$ cat config.mk
export PLATFORM = sky130hd
export DESIGN_NAME = riscv_mc_control_flat
export DESIGN_NICKNAME = d
export VERILOG_FILES = /design/src/rtl/riscv_pkg.sv /design/src/rtl/riscv_mc_control_if.sv /design/src/rtl/riscv_ctrl_decode.sv /design/src/rtl/riscv_mc_control.sv /design/src/flat_wrapper.sv
export SDC_FILE = /design/constraint.sdc
export NUM_CORES = 1
export LEC_CHECK = 0
export CORE_MARGIN = 2
export CORE_UTILIZATION = 41
export DETAILED_ROUTE_END_ITERATION = 12
export PLACE_DENSITY_LB_ADDON = 0.3
export SKIP_LAST_GASP = 1
export SLEW_MARGIN = 20
export SYNTH_ARGS = -nofsm -noshare
export SYNTH_HDL_FRONTEND = slang
export SYNTH_HIERARCHICAL = 1
export SYNTH_SLANG_ARGS = --single-unit
$ cat constraint.sdc
create_clock -name clk -period 2 [get_ports clk]
set_input_delay 0.4 -clock clk [delete_from_list [all_inputs] [get_ports clk]]
set_output_delay 0.4 -clock clk [all_outputs]
set_load 0.01 [all_outputs]
$ cat src/rtl/riscv_pkg.sv
// Shared definitions for the RISCV_2 multi-cycle controller: opcodes,
// ALUSel codes, FSM state encoding, writeback/PC select codes, the decoded
// instruction class and the decoder result bundle.
package riscv_pkg;

  localparam logic [6:0] OPC_OP     = 7'b0110011;
  localparam logic [6:0] OPC_OPIMM  = 7'b0010011;
  localparam logic [6:0] OPC_LOAD   = 7'b0000011;
  localparam logic [6:0] OPC_STORE  = 7'b0100011;
  localparam logic [6:0] OPC_BRANCH = 7'b1100011;
  localparam logic [6:0] OPC_JAL    = 7'b1101111;
  localparam logic [6:0] OPC_JALR   = 7'b1100111;
  localparam logic [6:0] OPC_AUIPC  = 7'b0010111;

  localparam logic [3:0] ALU_ADD  = 4'b0000;
  localparam logic [3:0] ALU_SUB  = 4'b0001;
  localparam logic [3:0] ALU_ADDI = 4'b0010;

  localparam logic [1:0] WB_ALU = 2'd0;
  localparam logic [1:0] WB_MEM = 2'd1;
  localparam logic [1:0] WB_PC4 = 2'd2;

  localparam logic [1:0] PC_PLUS4     = 2'd0;
  localparam logic [1:0] PC_ALU       = 2'd1;
  localparam logic [1:0] PC_ALU_ALIGN = 2'd2;

  typedef enum logic [2:0] {
    ST_FETCH  = 3'd0,
    ST_DECODE = 3'd1,
    ST_EXEC   = 3'd2,
    ST_MEM    = 3'd3,
    ST_WB     = 3'd4,
    ST_TRAP   = 3'd5
  } state_e;

  typedef enum logic [3:0] {
    CL_NONE  = 4'd0,
    CL_OP    = 4'd1,
    CL_ADDI  = 4'd2,
    CL_AUIPC = 4'd3,
    CL_LW    = 4'd4,
    CL_SW    = 4'd5,
    CL_BEQ   = 4'd6,
    CL_BNE   = 4'd7,
    CL_BLT   = 4'd8,
    CL_BLTU  = 4'd9,
    CL_JAL   = 4'd10,
    CL_JALR  = 4'd11
  } class_e;

  typedef struct packed {
    logic       legal;
    class_e     cls;
    logic [3:0] alu_sel;
    logic       src_a;
    logic       src_b;
    logic [1:0] wb_sel;
  } dec_t;

  function automatic logic is_branch(class_e c);
    return (c == CL_BEQ) || (c == CL_BNE) || (c == CL_BLT) || (c == CL_BLTU);
  endfunction

endpackage

$ cat src/rtl/riscv_mc_control_if.sv
// Controller <-> datapath/memory bundle.
//   master : the control FSM (drives strobes/selects, reads ir, readies, cmp)
//   slave  : datapath + memories (drive ir, readies, comparator flags)
interface riscv_mc_control_if #(
  parameter int unsigned XLEN = 32
);
  logic [XLEN-1:0] ir;
  logic            imem_ready;
  logic            dmem_ready;
  logic            cmp_eq;
  logic            cmp_lt;
  logic            cmp_ltu;

  logic            imem_req;
  logic            ir_we;
  logic [3:0]      ALUSel;
  logic            alu_src_a;
  logic            alu_src_b;
  logic            mem_re;
  logic            mem_we;
  logic            reg_we;
  logic [1:0]      wb_sel;
  logic            pc_we;
  logic [1:0]      pc_src;
  logic            illegal;
  logic            bus_err;
  logic [2:0]      state_o;

  modport master (
    input  ir, imem_ready, dmem_ready, cmp_eq, cmp_lt, cmp_ltu,
    output imem_req, ir_we, ALUSel, alu_src_a, alu_src_b, mem_re, mem_we,
           reg_we, wb_sel, pc_we, pc_src, illegal, bus_err, state_o
  );

  modport slave (
    output ir, imem_ready, dmem_ready, cmp_eq, cmp_lt, cmp_ltu,
    input  imem_req, ir_we, ALUSel, alu_src_a, alu_src_b, mem_re, mem_we,
           reg_we, wb_sel, pc_we, pc_src, illegal, bus_err, state_o
  );
endinterface

$ cat src/rtl/riscv_ctrl_decode.sv
// Purely combinational instruction classifier.
//   opcode_i/funct3_i/funct7_i : instruction fields from IR
//   dec_o                      : legal flag, class, ALUSel, operand selects, wb_sel
module riscv_ctrl_decode
  import riscv_pkg::*;
(
  input  logic [6:0] opcode_i,
  input  logic [2:0] funct3_i,
  input  logic [6:0] funct7_i,
  output dec_t       dec_o
);

  always_comb begin
    dec_o = '0;
    unique case (opcode_i)
      OPC_OP: begin
        if (funct3_i == 3'b000 && funct7_i == 7'b0000000) begin
          dec_o.legal   = 1'b1;
          dec_o.cls     = CL_OP;
          dec_o.alu_sel = ALU_ADD;
        end else if (funct3_i == 3'b000 && funct7_i == 7'b0100000) begin
          dec_o.legal   = 1'b1;
          dec_o.cls     = CL_OP;
          dec_o.alu_sel = ALU_SUB;
        end
      end
      OPC_OPIMM: begin
        if (funct3_i == 3'b000) begin
          dec_o.legal   = 1'b1;
          dec_o.cls     = CL_ADDI;
          dec_o.alu_sel = ALU_ADDI;
          dec_o.src_b   = 1'b1;
        end
      end
      OPC_LOAD: begin
        if (funct3_i == 3'b010) begin
          dec_o.legal  = 1'b1;
          dec_o.cls    = CL_LW;
          dec_o.src_b  = 1'b1;
          dec_o.wb_sel = WB_MEM;
        end
      end
      OPC_STORE: begin
        if (funct3_i == 3'b010) begin
          dec_o.legal = 1'b1;
          dec_o.cls   = CL_SW;
          dec_o.src_b = 1'b1;
        end
      end
      OPC_BRANCH: begin
        dec_o.src_a = 1'b1;
        dec_o.src_b = 1'b1;
        dec_o.legal = 1'b1;
        unique case (funct3_i)
          3'b000:  dec_o.cls = CL_BEQ;
          3'b001:  dec_o.cls = CL_BNE;
          3'b100:  dec_o.cls = CL_BLT;
          3'b110:  dec_o.cls = CL_BLTU;
          default: dec_o = '0;
        endcase
      end
      OPC_JAL: begin
        dec_o.legal  = 1'b1;
        dec_o.cls    = CL_JAL;
        dec_o.src_a  = 1'b1;
        dec_o.src_b  = 1'b1;
        dec_o.wb_sel = WB_PC4;
      end
      OPC_JALR: begin
        if (funct3_i == 3'b000) begin
          dec_o.legal  = 1'b1;
          dec_o.cls    = CL_JALR;
          dec_o.src_b  = 1'b1;
          dec_o.wb_sel = WB_PC4;
        end
      end
      OPC_AUIPC: begin
        dec_o.legal = 1'b1;
        dec_o.cls   = CL_AUIPC;
        dec_o.src_a = 1'b1;
        dec_o.src_b = 1'b1;
      end
      default: dec_o = '0;
    endcase
  end

endmodule

$ cat src/rtl/riscv_mc_control.sv
// Multi-cycle control FSM for the RISCV_2 datapath.
//   clk, rst_n : clock, asynchronous active-low reset
//   bus        : master side of riscv_mc_control_if (memory handshakes,
//                IR, comparator flags in; ALUSel, selects, strobes,
//                sticky illegal/bus_err flags and debug state out)
// FETCH -> DECODE -> EXEC -> [MEM] -> [WB] -> FETCH; TRAP is terminal.
module riscv_mc_control
  import riscv_pkg::*;
#(
  parameter int unsigned XLEN        = 32,
  parameter int unsigned MEM_TIMEOUT = 16
) (
  input logic                clk,
  input logic                rst_n,
  riscv_mc_control_if.master bus
);

  localparam int unsigned CW = $clog2(MEM_TIMEOUT + 1);
  localparam logic [CW-1:0] TMO = CW'(MEM_TIMEOUT);

  state_e        state_q, state_d;
  logic [CW-1:0] cnt_q, cnt_d, cnt_inc;
  logic          illegal_q, illegal_d;
  logic          bus_err_q, bus_err_d;
  class_e        cls_q;
  logic [3:0]    alusel_q;
  logic          src_a_q, src_b_q;
  logic [1:0]    wb_sel_q;
  logic          rd_nz_q;

  dec_t          dec;
  logic          dec_we;
  logic          taken;
  logic          imem_req, ir_we, mem_re, mem_we, reg_we, pc_we;
  logic [1:0]    pc_src;
  logic          unused_ir;

  riscv_ctrl_decode u_decode (
    .opcode_i (bus.ir[6:0]),
    .funct3_i (bus.ir[14:12]),
    .funct7_i (bus.ir[31:25]),
    .dec_o    (dec)
  );

  assign unused_ir = ^bus.ir[XLEN-1:15];
  assign cnt_inc   = cnt_q + 1'b1;

  always_comb begin
    taken = 1'b0;
    case (cls_q)
      CL_BEQ:  taken = bus.cmp_eq;
      CL_BNE:  taken = !bus.cmp_eq;
      CL_BLT:  taken = bus.cmp_lt;
      CL_BLTU: taken = bus.cmp_ltu;
      default: taken = 1'b0;
    endcase
  end

  // Strobes are qualified by rst_n so they fall the moment reset asserts,
  // independent of the clock.
  always_comb begin
    state_d   = state_q;
    cnt_d     = '0;
    illegal_d = illegal_q;
    bus_err_d = bus_err_q;
    dec_we    = 1'b0;
    imem_req  = 1'b0;
    ir_we     = 1'b0;
    mem_re    = 1'b0;
    mem_we    = 1'b0;
    reg_we    = 1'b0;
    pc_we     = 1'b0;
    pc_src    = PC_PLUS4;
    if (rst_n) begin
      case (state_q)
        ST_FETCH: begin
          imem_req = 1'b1;
          if (bus.imem_ready) begin
            ir_we   = 1'b1;
            state_d = ST_DECODE;
          end else if (cnt_inc == TMO) begin
            bus_err_d = 1'b1;
            state_d   = ST_TRAP;
          end else begin
            cnt_d = cnt_inc;
          end
        end
        ST_DECODE: begin
          dec_we = 1'b1;
          if (dec.legal) begin
            state_d = ST_EXEC;
          end else begin
            illegal_d = 1'b1;
            state_d   = ST_TRAP;
          end
        end
        ST_EXEC: begin
          if (is_branch(cls_q)) begin
            pc_we   = 1'b1;
            pc_src  = taken ? PC_ALU : PC_PLUS4;
            state_d = ST_FETCH;
          end else if (cls_q == CL_LW || cls_q == CL_SW) begin
            state_d = ST_MEM;
          end else begin
            state_d = ST_WB;
          end
        end
        ST_MEM: begin
          mem_re = (cls_q == CL_LW);
          mem_we = (cls_q == CL_SW);
          if (bus.dmem_ready) begin
            if (cls_q == CL_SW) begin
              pc_we   = 1'b1;
              state_d = ST_FETCH;
            end else begin
              state_d = ST_WB;
            end
          end else if (cnt_inc == TMO) begin
            bus_err_d = 1'b1;
            state_d   = ST_TRAP;
          end else begin
            cnt_d = cnt_inc;
          end
        end
        ST_WB: begin
          reg_we = rd_nz_q;
          pc_we  = 1'b1;
          if (cls_q == CL_JAL)       pc_src = PC_ALU;
          else if (cls_q == CL_JALR) pc_src = PC_ALU_ALIGN;
          else                       pc_src = PC_PLUS4;
          state_d = ST_FETCH;
        end
        default: state_d = ST_TRAP;
      endcase
    end
  end

  always_ff @(posedge clk or negedge rst_n) begin
    if (!rst_n) begin
      state_q   <= ST_FETCH;
      cnt_q     <= '0;
      illegal_q <= 1'b0;
      bus_err_q <= 1'b0;
      cls_q     <= CL_NONE;
      alusel_q  <= ALU_ADD;
      src_a_q   <= 1'b0;
      src_b_q   <= 1'b0;
      wb_sel_q  <= WB_ALU;
      rd_nz_q   <= 1'b0;
    end else begin
      state_q   <= state_d;
      cnt_q     <= cnt_d;
      illegal_q <= illegal_d;
      bus_err_q <= bus_err_d;
      if (dec_we) begin
        cls_q    <= dec.cls;
        alusel_q <= dec.alu_sel;
        src_a_q  <= dec.src_a;
        src_b_q  <= dec.src_b;
        wb_sel_q <= dec.wb_sel;
        rd_nz_q  <= (bus.ir[11:7] != 5'd0);
      end
    end
  end

  // During DECODE the fresh decode is shown directly; afterwards the
  // registered copy holds it until the next DECODE.
  assign bus.ALUSel    = (state_q == ST_DECODE) ? dec.alu_sel : alusel_q;
  assign bus.alu_src_a = (state_q == ST_DECODE) ? dec.src_a   : src_a_q;
  assign bus.alu_src_b = (state_q == ST_DECODE) ? dec.src_b   : src_b_q;
  assign bus.wb_sel    = (state_q == ST_DECODE) ? dec.wb_sel  : wb_sel_q;

  assign bus.imem_req = imem_req;
  assign bus.ir_we    = ir_we;
  assign bus.mem_re   = mem_re;
  assign bus.mem_we   = mem_we;
  assign bus.reg_we   = reg_we;
  assign bus.pc_we    = pc_we;
  assign bus.pc_src   = pc_src;
  assign bus.illegal  = illegal_q;
  assign bus.bus_err  = bus_err_q;
  assign bus.state_o  = state_q;

endmodule

$ cat src/flat_wrapper.sv
// flat-port wrapper written by rule: the top's interface ports become plain ports
module riscv_mc_control_flat import riscv_pkg::*;
#(
  parameter int unsigned XLEN        = 32,
  parameter int unsigned MEM_TIMEOUT = 16
)
  (clk, rst_n, bus_ir, bus_imem_ready, bus_dmem_ready, bus_cmp_eq, bus_cmp_lt, bus_cmp_ltu, bus_imem_req, bus_ir_we, bus_ALUSel, bus_alu_src_a, bus_alu_src_b, bus_mem_re, bus_mem_we, bus_reg_we, bus_wb_sel, bus_pc_we, bus_pc_src, bus_illegal, bus_bus_err, bus_state_o);
  riscv_mc_control_if #(.XLEN(XLEN)) bus_i ();
  input logic clk;
  input logic rst_n;
  input wire logic [$bits(bus_i.ir)-1:0] bus_ir;
  input wire logic [$bits(bus_i.imem_ready)-1:0] bus_imem_ready;
  input wire logic [$bits(bus_i.dmem_ready)-1:0] bus_dmem_ready;
  input wire logic [$bits(bus_i.cmp_eq)-1:0] bus_cmp_eq;
  input wire logic [$bits(bus_i.cmp_lt)-1:0] bus_cmp_lt;
  input wire logic [$bits(bus_i.cmp_ltu)-1:0] bus_cmp_ltu;
  output wire logic [$bits(bus_i.imem_req)-1:0] bus_imem_req;
  output wire logic [$bits(bus_i.ir_we)-1:0] bus_ir_we;
  output wire logic [$bits(bus_i.ALUSel)-1:0] bus_ALUSel;
  output wire logic [$bits(bus_i.alu_src_a)-1:0] bus_alu_src_a;
  output wire logic [$bits(bus_i.alu_src_b)-1:0] bus_alu_src_b;
  output wire logic [$bits(bus_i.mem_re)-1:0] bus_mem_re;
  output wire logic [$bits(bus_i.mem_we)-1:0] bus_mem_we;
  output wire logic [$bits(bus_i.reg_we)-1:0] bus_reg_we;
  output wire logic [$bits(bus_i.wb_sel)-1:0] bus_wb_sel;
  output wire logic [$bits(bus_i.pc_we)-1:0] bus_pc_we;
  output wire logic [$bits(bus_i.pc_src)-1:0] bus_pc_src;
  output wire logic [$bits(bus_i.illegal)-1:0] bus_illegal;
  output wire logic [$bits(bus_i.bus_err)-1:0] bus_bus_err;
  output wire logic [$bits(bus_i.state_o)-1:0] bus_state_o;
  assign bus_i.ir = bus_ir;
  assign bus_i.imem_ready = bus_imem_ready;
  assign bus_i.dmem_ready = bus_dmem_ready;
  assign bus_i.cmp_eq = bus_cmp_eq;
  assign bus_i.cmp_lt = bus_cmp_lt;
  assign bus_i.cmp_ltu = bus_cmp_ltu;
  assign bus_imem_req = bus_i.imem_req;
  assign bus_ir_we = bus_i.ir_we;
  assign bus_ALUSel = bus_i.ALUSel;
  assign bus_alu_src_a = bus_i.alu_src_a;
  assign bus_alu_src_b = bus_i.alu_src_b;
  assign bus_mem_re = bus_i.mem_re;
  assign bus_mem_we = bus_i.mem_we;
  assign bus_reg_we = bus_i.reg_we;
  assign bus_wb_sel = bus_i.wb_sel;
  assign bus_pc_we = bus_i.pc_we;
  assign bus_pc_src = bus_i.pc_src;
  assign bus_illegal = bus_i.illegal;
  assign bus_bus_err = bus_i.bus_err;
  assign bus_state_o = bus_i.state_o;
  riscv_mc_control #(.XLEN(XLEN), .MEM_TIMEOUT(MEM_TIMEOUT)) u_core (.clk(clk), .rst_n(rst_n), .bus(bus_i));
endmodule
== Yosys cells after proc, flatten, opt, wreduce, memory -nomap -nowiden ==
Cells that the tools add are included.
W data, S select, Z words.
Word-level totals
  flip-flop bits (word level): 23
  input bits: 39
  word-level logic and storage cells: 120
Operators by class
  add/subtract/negate cells: 1
  eq/ne operators: 28
  multiplexer cells: 64
  bitwise operators: 1
  reduce and logical (&&, ||, !) cells: 16
Operators by type and width (count)
  $pmux W5 S8: 1
  $mux W5: 7
  $mux W3: 9
  $mux W9: 3
  $mux W1: 26
  $eq A7 B6 Y1 const B: 3
  $eq A7 B7 Y1 const B: 3
  $eq A4 B3 Y1 const B: 4
  $eq A4 B4 Y1 const B: 4
  $pmux W4 S4: 1
  $pmux W3 S5: 1
  $eq A7 B5 Y1 const B: 2
  $pmux W4 S3: 1
  $mux W2: 5
  $pmux W5 S2: 1
  $eq A3 B2 Y1 const B: 3
  $eq A3 B3 Y1 const B: 3
  $mux W4: 2
  $pmux W2 S4: 1
  $eq A7 B2 Y1 const B: 1
  $logic_not A7 Y1: 1
  $eq A3 B1 Y1 const B: 2
  $logic_not A3 Y1: 2
  $pmux W1 S6: 1
  other kinds (17): 23

== Logic depth before layout (Yosys ltp) ==
Gate-level depths: netlist of run 1.
  depth in word-level cells: 7
  gate-level depth with buffers: 10
  mapped depth without buffers: 9

== Modules after synthesis ==
Netlist of run 1, hierarchy kept.
Modules (own cells, without submodules)
  riscv_mc_control: instances 1, cells each 131, area each 1373.8 um2
  riscv_ctrl_decode: instances 1, cells each 56, area each 374.1 um2

== Worst setup path before layout of run 1 ==
OpenSTA, ideal clock, no wires.
  path kind: input -> register
  start point: input bus_ir[13]
  end point: register u_core.state_q[0], in the netlist u_core/bus.state_o[0]
  arrival time: 1934 ps
  data required time: 1871 ps
  path slack: -63 ps
  stages: 10
  buffers on the path: 1
  cell sequence: buf_2 > or4b_1 > nor4_4 > a211oi_1 > nand2_1 > nor2b_1 > a21oi_1 > o22a_1 > nor2_1 > o21ai_0
RTL lines
  start, declared: line flat_wrapper.sv:11  | input wire logic [$bits(bus_i.ir)-1:0] bus_ir;
  end signal, assigned: line riscv_mc_control.sv:151  | state_q <= state_d;
  end, declared: line riscv_mc_control.sv:21  | state_e state_q, state_d;

==> results of run 1 <==
[metal layers]
layer,track usage,routed length [um],vias to the layer above
met2,0.415,2870,92
met4,0.0980,187,0
li1,-,-,931
met3,0.0407,393,23
met1,0.311,2670,1009
met5,0,0,-
[state kept, by name, summed over array words and instances, names as in the netlist]
signal / count
u_core/cnt_q: 5
u_core/alusel_q: 4
u_core/cls_q: 4
u_core/bus.state_o: 3
u_core/wb_sel_q: 2
u_core/bus.bus_err: 1
u_core/bus.illegal: 1
u_core/rd_nz_q: 1
u_core/src_a_q: 1
u_core/src_b_q: 1
[final cells by class]
type	instances	area [um^2]	area share
Inverter	7	28.8	0.00935
Clock buffer	4	45.0	0.0146
Timing Repair Buffer	126	1120	0.364
Sequential cell	23	576	0.187
Tap cell	50	62.6	0.0203
Multi-Input combinational cell	146	1240	0.404
[stage by stage]
stage | cell area (um^2) | total power (uW) | setup slack (ns) | instances | utilization
CTS | 2980 | 1690 | -0.193 | 349 | 0.734
global placement | 2580 | 1260 | -0.961 | 323 | 0.637
floorplan | 1770 | 951 | -0.0303 | 188 | -
finish | 3080 | 1800 | -0.215 | 356 | 0.758
detailed placement | 2580 | 1270 | -0.992 | 323 | 0.637
global route | 3080 | 1890 | -0.233 | 356 | 0.758
[power groups by stage]
stage          sequential (uW)  combinational [uW]  clock (uW)
2_1_floorplan              577                 374           0
3_3_place_gp               581                 678           0
3_5_place_dp               584                 688           0
4_1_cts                    571                 822         297
5_1_grt                    582                 985         318
6_report                   575                 934         291
[layout by cell type, fill, tap and decap left out, types with 6 or more instances in the layout]
master	synthesis	final
buf_4	2	62
clkdlybuf4s50_1	0	16
nand2_1	13	10
buf_2	1	8
buf_6	3	24
nor2_1	15	14
mux2_4	7	15
nor3_1	7	6
dfrtp_1	23	23
a21oi_1	10	7
[final timing paths]
path                                        from                  to  slack [ns]
setup / recovery                       bus_ir[0]       bus_alu_src_b       -0.22
hold / removal                             rst_n  u_core/alusel_q[2]        0.44
setup reg to reg           u_core/bus.state_o[0]     u_core/cnt_q[1]        0.14
hold reg to reg               u_core/bus.illegal  u_core/bus.illegal        0.47
max in group asynchronous                  rst_n     u_core/cls_q[1]        1.35
min in group clk              u_core/bus.illegal  u_core/bus.illegal        0.47
[worst max-delay path: stages]
cell             delay [ns]
clkdlybuf4s15_2        0.21
buf_4                  0.16
and4b_1                0.24
nand2_2                0.12
o311a_4                0.23
nand2_2                0.07
mux2_4                 0.26
buf_6                  0.12
[what timing repair did]
action	4_1_cts	5_1_grt
cloned	1	0
pin swaps	20	13
gates resized for setup	153	26
setup buffers	21	8
setup endpoints to repair	21	16
[logic make-up (layout without fill, tap and decap cells)]
| family | after synthesis | in the layout | synth area share |
|---|---|---|---|
| simple gates | 78 | 78 | 0.278 |
| compound gates | 41 | 41 | 0.150 |
| flops | 23 | 23 | 0.329 |
| mux | 21 | 21 | 0.150 |
| buf+inv | 19 | 137 | 0.0694 |
| xor+xnor | 3 | 3 | 0.0150 |
| fa+ha+maj | 1 | 1 | 0.00716 |
| other cells | 1 | 2 | 0.00215 |
==> run metrics, run 1 <==
Setup-failing EPs final=10; worst min-delay path category=in -> async; TritonRoute pass-1 iters=4; Cell Int Power=1220 uW; WL per Instance=17.2 um; final worst slack=-0.215 ns; Synth top area share=0.329; Max VDD drop=0.532 mV; Area Overhead vs Synth=76.0%; post-DP HPWL=3.45 mm; worst setup path class=in -> out; synth top area cells=dfrtp_1 (33%), mux2_2 (8.4%), mux2_4 (6.0%); drt drc=0; asr flop ratio synth=1.00; Slew @ Worst Pin=0.699 ns; Clk Latency, worst-skew pair=0.26 ns; Worst Hold Slack=0.437 ns; outcome=finished, violations left; setup TNS=-1.00 ns; initial antenna violation count=0; RSZ-0062 raised after global routing=yes; hold_buf cts=0; CP max FO=4; Clock Tree Root=clkbuf_8; TritonCTS Sinks=23; pin count of the biggest net entering global routing=15; Post-synth EDFFs=0; post-synthesis cell count=187; TritonCTS Buffers=3; worst path arrival time=1.82 ns; Comb pwr share=0.519; H-tree depth=1; First DRT Iteration DRCs=183; # rows=23; FF+latch count, synth=23; sequential area share after synthesis=0.329; fillers=259; Reg2Reg Depth=7; Sequential Power Share=0.319; All-Layer GR Usage=0.245; Post-DRT Antenna Nets=0; Yosys cell types=58; CTS clk-pin slew, worst paths=0.08 ns; violated checks=setup timing; GPL Wtd Cong=0.862; Initial Util=0.431; most numerous cell in the Yosys netlist=dfrtp_1; Synth Warn #=6; GRT overflow=0; Clock power frac=0.162; Top FF cell, synth=dfrtp_1; Max-Cap Viols=0; TritonCTS clock tree=done; Routed WL=6.13 mm; Startpoint Class=input port; DIE AREA=0.00480 mm^2; Die Y=69.3 um; first-pass GRT wire length=9.79 mm; Antenna Cells=0; drt via density=5.77; worst path required time=1.60 ns; Setup Skew=0.00275 ns; Crit. End Element=primary output; PD cells=585 mW/mm^2; period utilization=1.11; Vias=2055; Hold Violations, Final=0; minimum clock period=2.22 ns; Net Sw Frac=0.323; buffers added on ports=49; Avg Synthesized Cell Area=9.35 um^2; vias in the first global route=2075; Worst slew margin=0.529; Synth top cells by count=dfrtp_1 (23), nor2_1 (15), mux2_2 (13), nand2_1 (13), a21oi_1 (10); I/O Pins=60; Sw Pwr=582 uW; Fmax=0.451 GHz; CTS max path bufs=2; Final nets=347; leakage=0.00144 uW; fin. max-slew vios=0; cell taking the most area after synthesis=dfrtp_1; Synth Cell Area=0.00175 mm^2; share of cells above drive strength 1=0.523; Die Wd=69.3 um; core area=0.00406 mm^2
No activity file was read; power rests on OpenSTA's default activity.
==> inputs of run 2 (changes only) <==
CTS_CLUSTER_DIAMETER = 40   (was not set)
==> results of run 2 <==
The final DEF is identical to that of run 1; final timing and power are the same.
==> variant 1 (flow settings as in run 2) <==
`MEM_TIMEOUT` is set to 16 in 2 places; all go to 8.
--- a/src/rtl/riscv_mc_control.sv
+++ b/src/rtl/riscv_mc_control.sv
@@ -10,3 +10,3 @@
   parameter int unsigned XLEN        = 32,
-  parameter int unsigned MEM_TIMEOUT = 16
+  parameter int unsigned MEM_TIMEOUT = 8
 ) (
--- a/src/flat_wrapper.sv
+++ b/src/flat_wrapper.sv
@@ -4,3 +4,3 @@
   parameter int unsigned XLEN        = 32,
-  parameter int unsigned MEM_TIMEOUT = 16
+  parameter int unsigned MEM_TIMEOUT = 8
 )
Behaviour: not the same (Yosys sat finds a counterexample within 10 cycles, from zero or initial values and one cycle with rst_n low).
==> variant 1 against run 2 <==
  * Sequential cell count fell by 1
  * Hold slack lost 0.12 ns
  * Clock skew decreased by 0.00059 ns
  * Final cell count increased by 4.5%
  * Highest routed layer unchanged
  * Cell area grew 1.5%
  * Setup slack worse by 0.0083 ns
  * Area after synthesis decreased by 0.72%
  * Sequential share of layout area is 1.0 points lower
  * Power up 17%
  * The run still ends with negative setup slack left
  * Combinational power rose by 20%
  * Routed wire length hardly changed
==> variant 1: results (changes against run 2) <==
* Status: finished, violations left
* Clock skew at 0.002160 ns (-0.0005872 ns)
* # fillers at 281 (+8.5%)
* Max VDD drop at 699.9 uV (+32%)
* Clock transition at path regs at 0.08 ns (about the same)
* Final setup vio count at 12 (+2)
* Slew Limit Headroom at 57.17% (+4.2 points)
* Clock H-tree levels at 1 (unchanged)
* Post-synth top cells: dfrtp_1, mux2_2, nor2_1
* Largest regs: u_core/alusel_q (4), u_core/cls_q (4), u_core/cnt_q (4)
* EDFF count, synth at 0 (unchanged)
* Placer Congestion at 0.8883 (+3.1%)
* Critical R2R Launch: u_core/bus.state_o[1]
* Cell area after placement at 0.002664 mm2 (+3.1%)
* Share of cells above drive strength 1 at 52.80% (+0.51 points)
* Async SR Flop Fraction at 100.0% (unchanged)
* Reg2Reg Depth at 6 (-1)
* P_sw at 654.3 uW (+12%)
* Final worst slack at -0.2234 ns (-0.008348 ns)
* DP Worst Slack at -0.9325 ns (+0.05942 ns)
* Library cells used by synthesis at 61 (+5.2%)
* CP endpoint: u_core/cls_q[1]
* Top_reg_cell synth: dfrtp_1
* Detailed Place HPWL at 3632 um (+5.3%)
* Post-CTS Setup Bufs at 25 (+19%)
* Reg2reg end: u_core/bus.bus_err
* Pleak at 0.001528 uW (+6.4%)
* FF-to-FF setup slack at 0.29 ns (+0.15 ns)
* Via count at 2109 (+2.6%)
* Fin Hold WS at 0.3201 ns (-0.1169 ns)
* Seq. pwr at 549 uW (-4.5%)
* Worst Path Arrival at 2.44 ns (+0.62 ns)
* Non-Filler Instances at 372 (+4.5%)
* Fin Setup TNS at -1.232 ns (-0.2291 ns)
* Cell internal pwr at 1442 uW (+18%)
* Number of global-route vias before repair at 2037 (-1.8%)
* Seq/Total Area, Yosys at 31.72% (-1.2 points)
* Crit path from: bus_ir[5]
* Wire length per cell at 16.47 um (-4.3%)
* Resized cells post-CTS at 144 (-5.9%)
* Clk. pwr at 424 uW (+46%)
* Clk buf depth at 2 (unchanged)
* Max FO, Critical Path at 4 (unchanged)
* Layout Nets at 364 (+4.9%)
* Area contributors post-synth: dfrtp_1, mux2_2, nor2_1
* First-pass GRT wire length at 9563 um (-2.3%)
* Largest net degree at the start of global routing at 19 (+4)
* GRT Overall Usage at 23.98% (-0.55 points)
* Iteration-0 DRC count of the detailed router at 117 (-36%)
* Failing checks: negative setup slack
* Mean Syn Cell Area at 9.086 um2 (-2.8%)
* Placed Cells incl. Taps at 336 (+4.0%)
-- variant 1: cell count changes after synthesis, moves of 3 or more --
| cell | run 2 | this run |
|---|---|---|
| mux2_2 | 13 | 19 |
| a21oi_1 | 10 | 6 |
| buf_6 | 3 | 0 |
| mux2_4 | 7 | 0 |
| nor3_1 | 7 | 10 |
| clkbuf_1 | 5 | 2 |
| buf_2 | 1 | 6 |
-- variant 1: final cells by class --
class	count	area, um2	area share (%)
flip-flops and latches	22	553.0	17.71
clock buffers	3	41.29	1.322
repair buffers	138	1161	37.18
well taps	50	62.56	2.003
multi-input cells	151	1249	39.98
inverters	7	26.28	0.8413
clock inverters	1	30.03	0.9615
-- variant 1: worst max-delay path, cell delays in order --
cell     delay, ns
buf_2         0.11
buf_4         0.13
buf_4         0.15
nor3b_2       0.22
nand2_1       0.15
buf_4         0.17
buf_4         0.12
buf_4         0.12
buf_4         0.12
buf_4         0.12
buf_4         0.13
buf_4         0.13
buf_4         0.12
nand3_1       0.07
mux2_2        0.15
-- variant 1: logic make-up (layout without fill, tap and decap cells) --
logic type | after synthesis | after routing | synth area share, %
AND/OR/NAND/NOR | 80 | 80 | 28.62
AO/OA/AOI/OAI | 43 | 43 | 17.81
flip-flops | 22 | 22 | 31.72
multiplexers | 21 | 21 | 13.48
buffers and inverters | 19 | 149 | 5.191
XOR/XNOR | 3 | 3 | 1.514
adder cells (fa/ha/maj) | 2 | 2 | 1.442
other | 1 | 2 | 0.2161
-- variant 1: layer usage --
layer / wire length [um] / up-vias / track usage, % / share of wire, %
met2: 3009 / 115 / 43.06 / 49
li1: - / 976 / - / -
met4: 174 / 0 / 4.793 / 2.8
met5: 0 / - / 0 / 0
met3: 467 / 20 / 4.094 / 7.6
met1: 2473 / 998 / 30.15 / 40
==> variant 2 (config.mk and constraints of run 2) <==
Without the edit above. The 12 values of `class_e` get a one-hot encoding in 12 bits.
--- a/src/rtl/riscv_pkg.sv
+++ b/src/rtl/riscv_pkg.sv
@@ -35,15 +35,15 @@
 
-  typedef enum logic [3:0] {
-    CL_NONE  = 4'd0,
-    CL_OP    = 4'd1,
-    CL_ADDI  = 4'd2,
-    CL_AUIPC = 4'd3,
-    CL_LW    = 4'd4,
-    CL_SW    = 4'd5,
-    CL_BEQ   = 4'd6,
-    CL_BNE   = 4'd7,
-    CL_BLT   = 4'd8,
-    CL_BLTU  = 4'd9,
-    CL_JAL   = 4'd10,
-    CL_JALR  = 4'd11
+  typedef enum logic [11:0] {
+    CL_NONE  = 12'b000000000001,
+    CL_OP    = 12'b000000000010,
+    CL_ADDI  = 12'b000000000100,
+    CL_AUIPC = 12'b000000001000,
+    CL_LW    = 12'b000000010000,
+    CL_SW    = 12'b000000100000,
+    CL_BEQ   = 12'b000001000000,
+    CL_BNE   = 12'b000010000000,
+    CL_BLT   = 12'b000100000000,
+    CL_BLTU  = 12'b001000000000,
+    CL_JAL   = 12'b010000000000,
+    CL_JALR  = 12'b100000000000
   } class_e;
Function: same outputs for any inputs over 10 cycles, from zero or initial values and one cycle with rst_n low; not proved beyond that.
==> variant 2 against run 2 <==
  * The flow still finishes with violations (negative setup slack)
  * Area after synthesis up 20%
  * Power grew 44%
  * Die area is 19% higher
  * Non-clock buffer count down 5
  * Global-route usage down 3.8 points
  * Sequential cell count is 8 higher
  * Setup slack got worse by 0.17 ns
  * Register-to-register slack gained 0.16 ns
  * Cell area grew 9.5%
  * Maximum frequency shrank 7.1%
  * Sequential share of layout area grew 4.4 points
  * Routed wire length shrank 11%
  * Critical endpoint unchanged
  * Utilization fell by 8.6 points
==> variant 2: results (changes against run 2) <==
* Seq/Total Area, Yosys at 37.07% (+4.1 points)
* Status: finished, violations left
* Non-Filler Instances at 395 (+11%)
* DP Worst Slack at -1.161 ns (-0.1694 ns)
* Library cells used by synthesis at 57 (-1.7%)
* Routed met1 length at 2380 um (-11%)
* WL final at 5476 um (-11%)
* Pleak at 0.001584 uW (+10%)
* Fin Setup TNS at -2.908 ns (-1.905 ns)
* Routed wl met2 at 2803 um (-2.4%)
* Yosys reg bits at 31 (+35%)
* Clock transition at path regs at 0.06 ns (-0.02 ns)
* Number of global-route vias before repair at 2033 (-2.0%)
* Area contributors post-synth: dfrtp_1, mux2_4, mux2_2
* Failing checks: negative setup slack
* First-pass GRT wire length at 8997 um (-8.1%)
* Iteration-0 DRC count of the detailed router at 116 (-37%)
* Largest net degree at the start of global routing at 24 (+9)
* Reg power frac at 31.3% (-0.6 points)
* Clk. pwr at 585 uW (+100%)
* Mux share of post-synthesis cell area at 16.30% (+1.3 points)
* Post-CTS Setup Bufs at 12 (-43%)
* Worst Path Arrival at 1.98 ns (+0.16 ns)
* Resized cells post-CTS at 120 (-22%)
* Met3 wire length at 185 um (-53%)
* Final setup vio count at 16 (+6)
* Final worst slack at -0.3844 ns (-0.1694 ns)
* Slew Limit Headroom at 61.50% (+8.6 points)
* Vias per std cell at 5.076 (-12%)
* Pwr per Cell Area at 770.7 mW/mm2 (+32%)
* Cell area after placement at 0.003022 mm2 (+17%)
## variant 2: critical path, stage by stage
cell and delay, ns:
buf_6 0.09, or4_4 0.52, or4_4 0.47, o41ai_4 0.09
or2_1 0.17, mux2_4 0.15, buf_6 0.09
## variant 2: path summary, 6_finish.rpt
check | startpoint | end | slack, ns | cells past startpoint
max | bus_ir[3] | bus_alu_src_b | -0.38 | 7
min | rst_n | u_core/bus.state_o[2] | 0.35 | 2
max reg2reg | u_core/bus.state_o[1] | u_core/cls_q[6] | 0.30 | 6
min reg2reg | u_core/bus.illegal | u_core/bus.illegal | 0.46 | 1
max in group asynchronous | rst_n | u_core/cls_q[0] | 1.36 | 2
min in group clk | u_core/bus.illegal | u_core/bus.illegal | 0.46 | 1
## variant 2: area by class of cell
cell class              instances  area (um2)
clock buffers                   6       72.57
fillers                       425        1642
inverters                       8       30.03
clock inverters                 1       30.03
repair buffers                121        1011
multi-input cells             158        1359
well taps                      70       87.58
flip-flops and latches         31       778.2
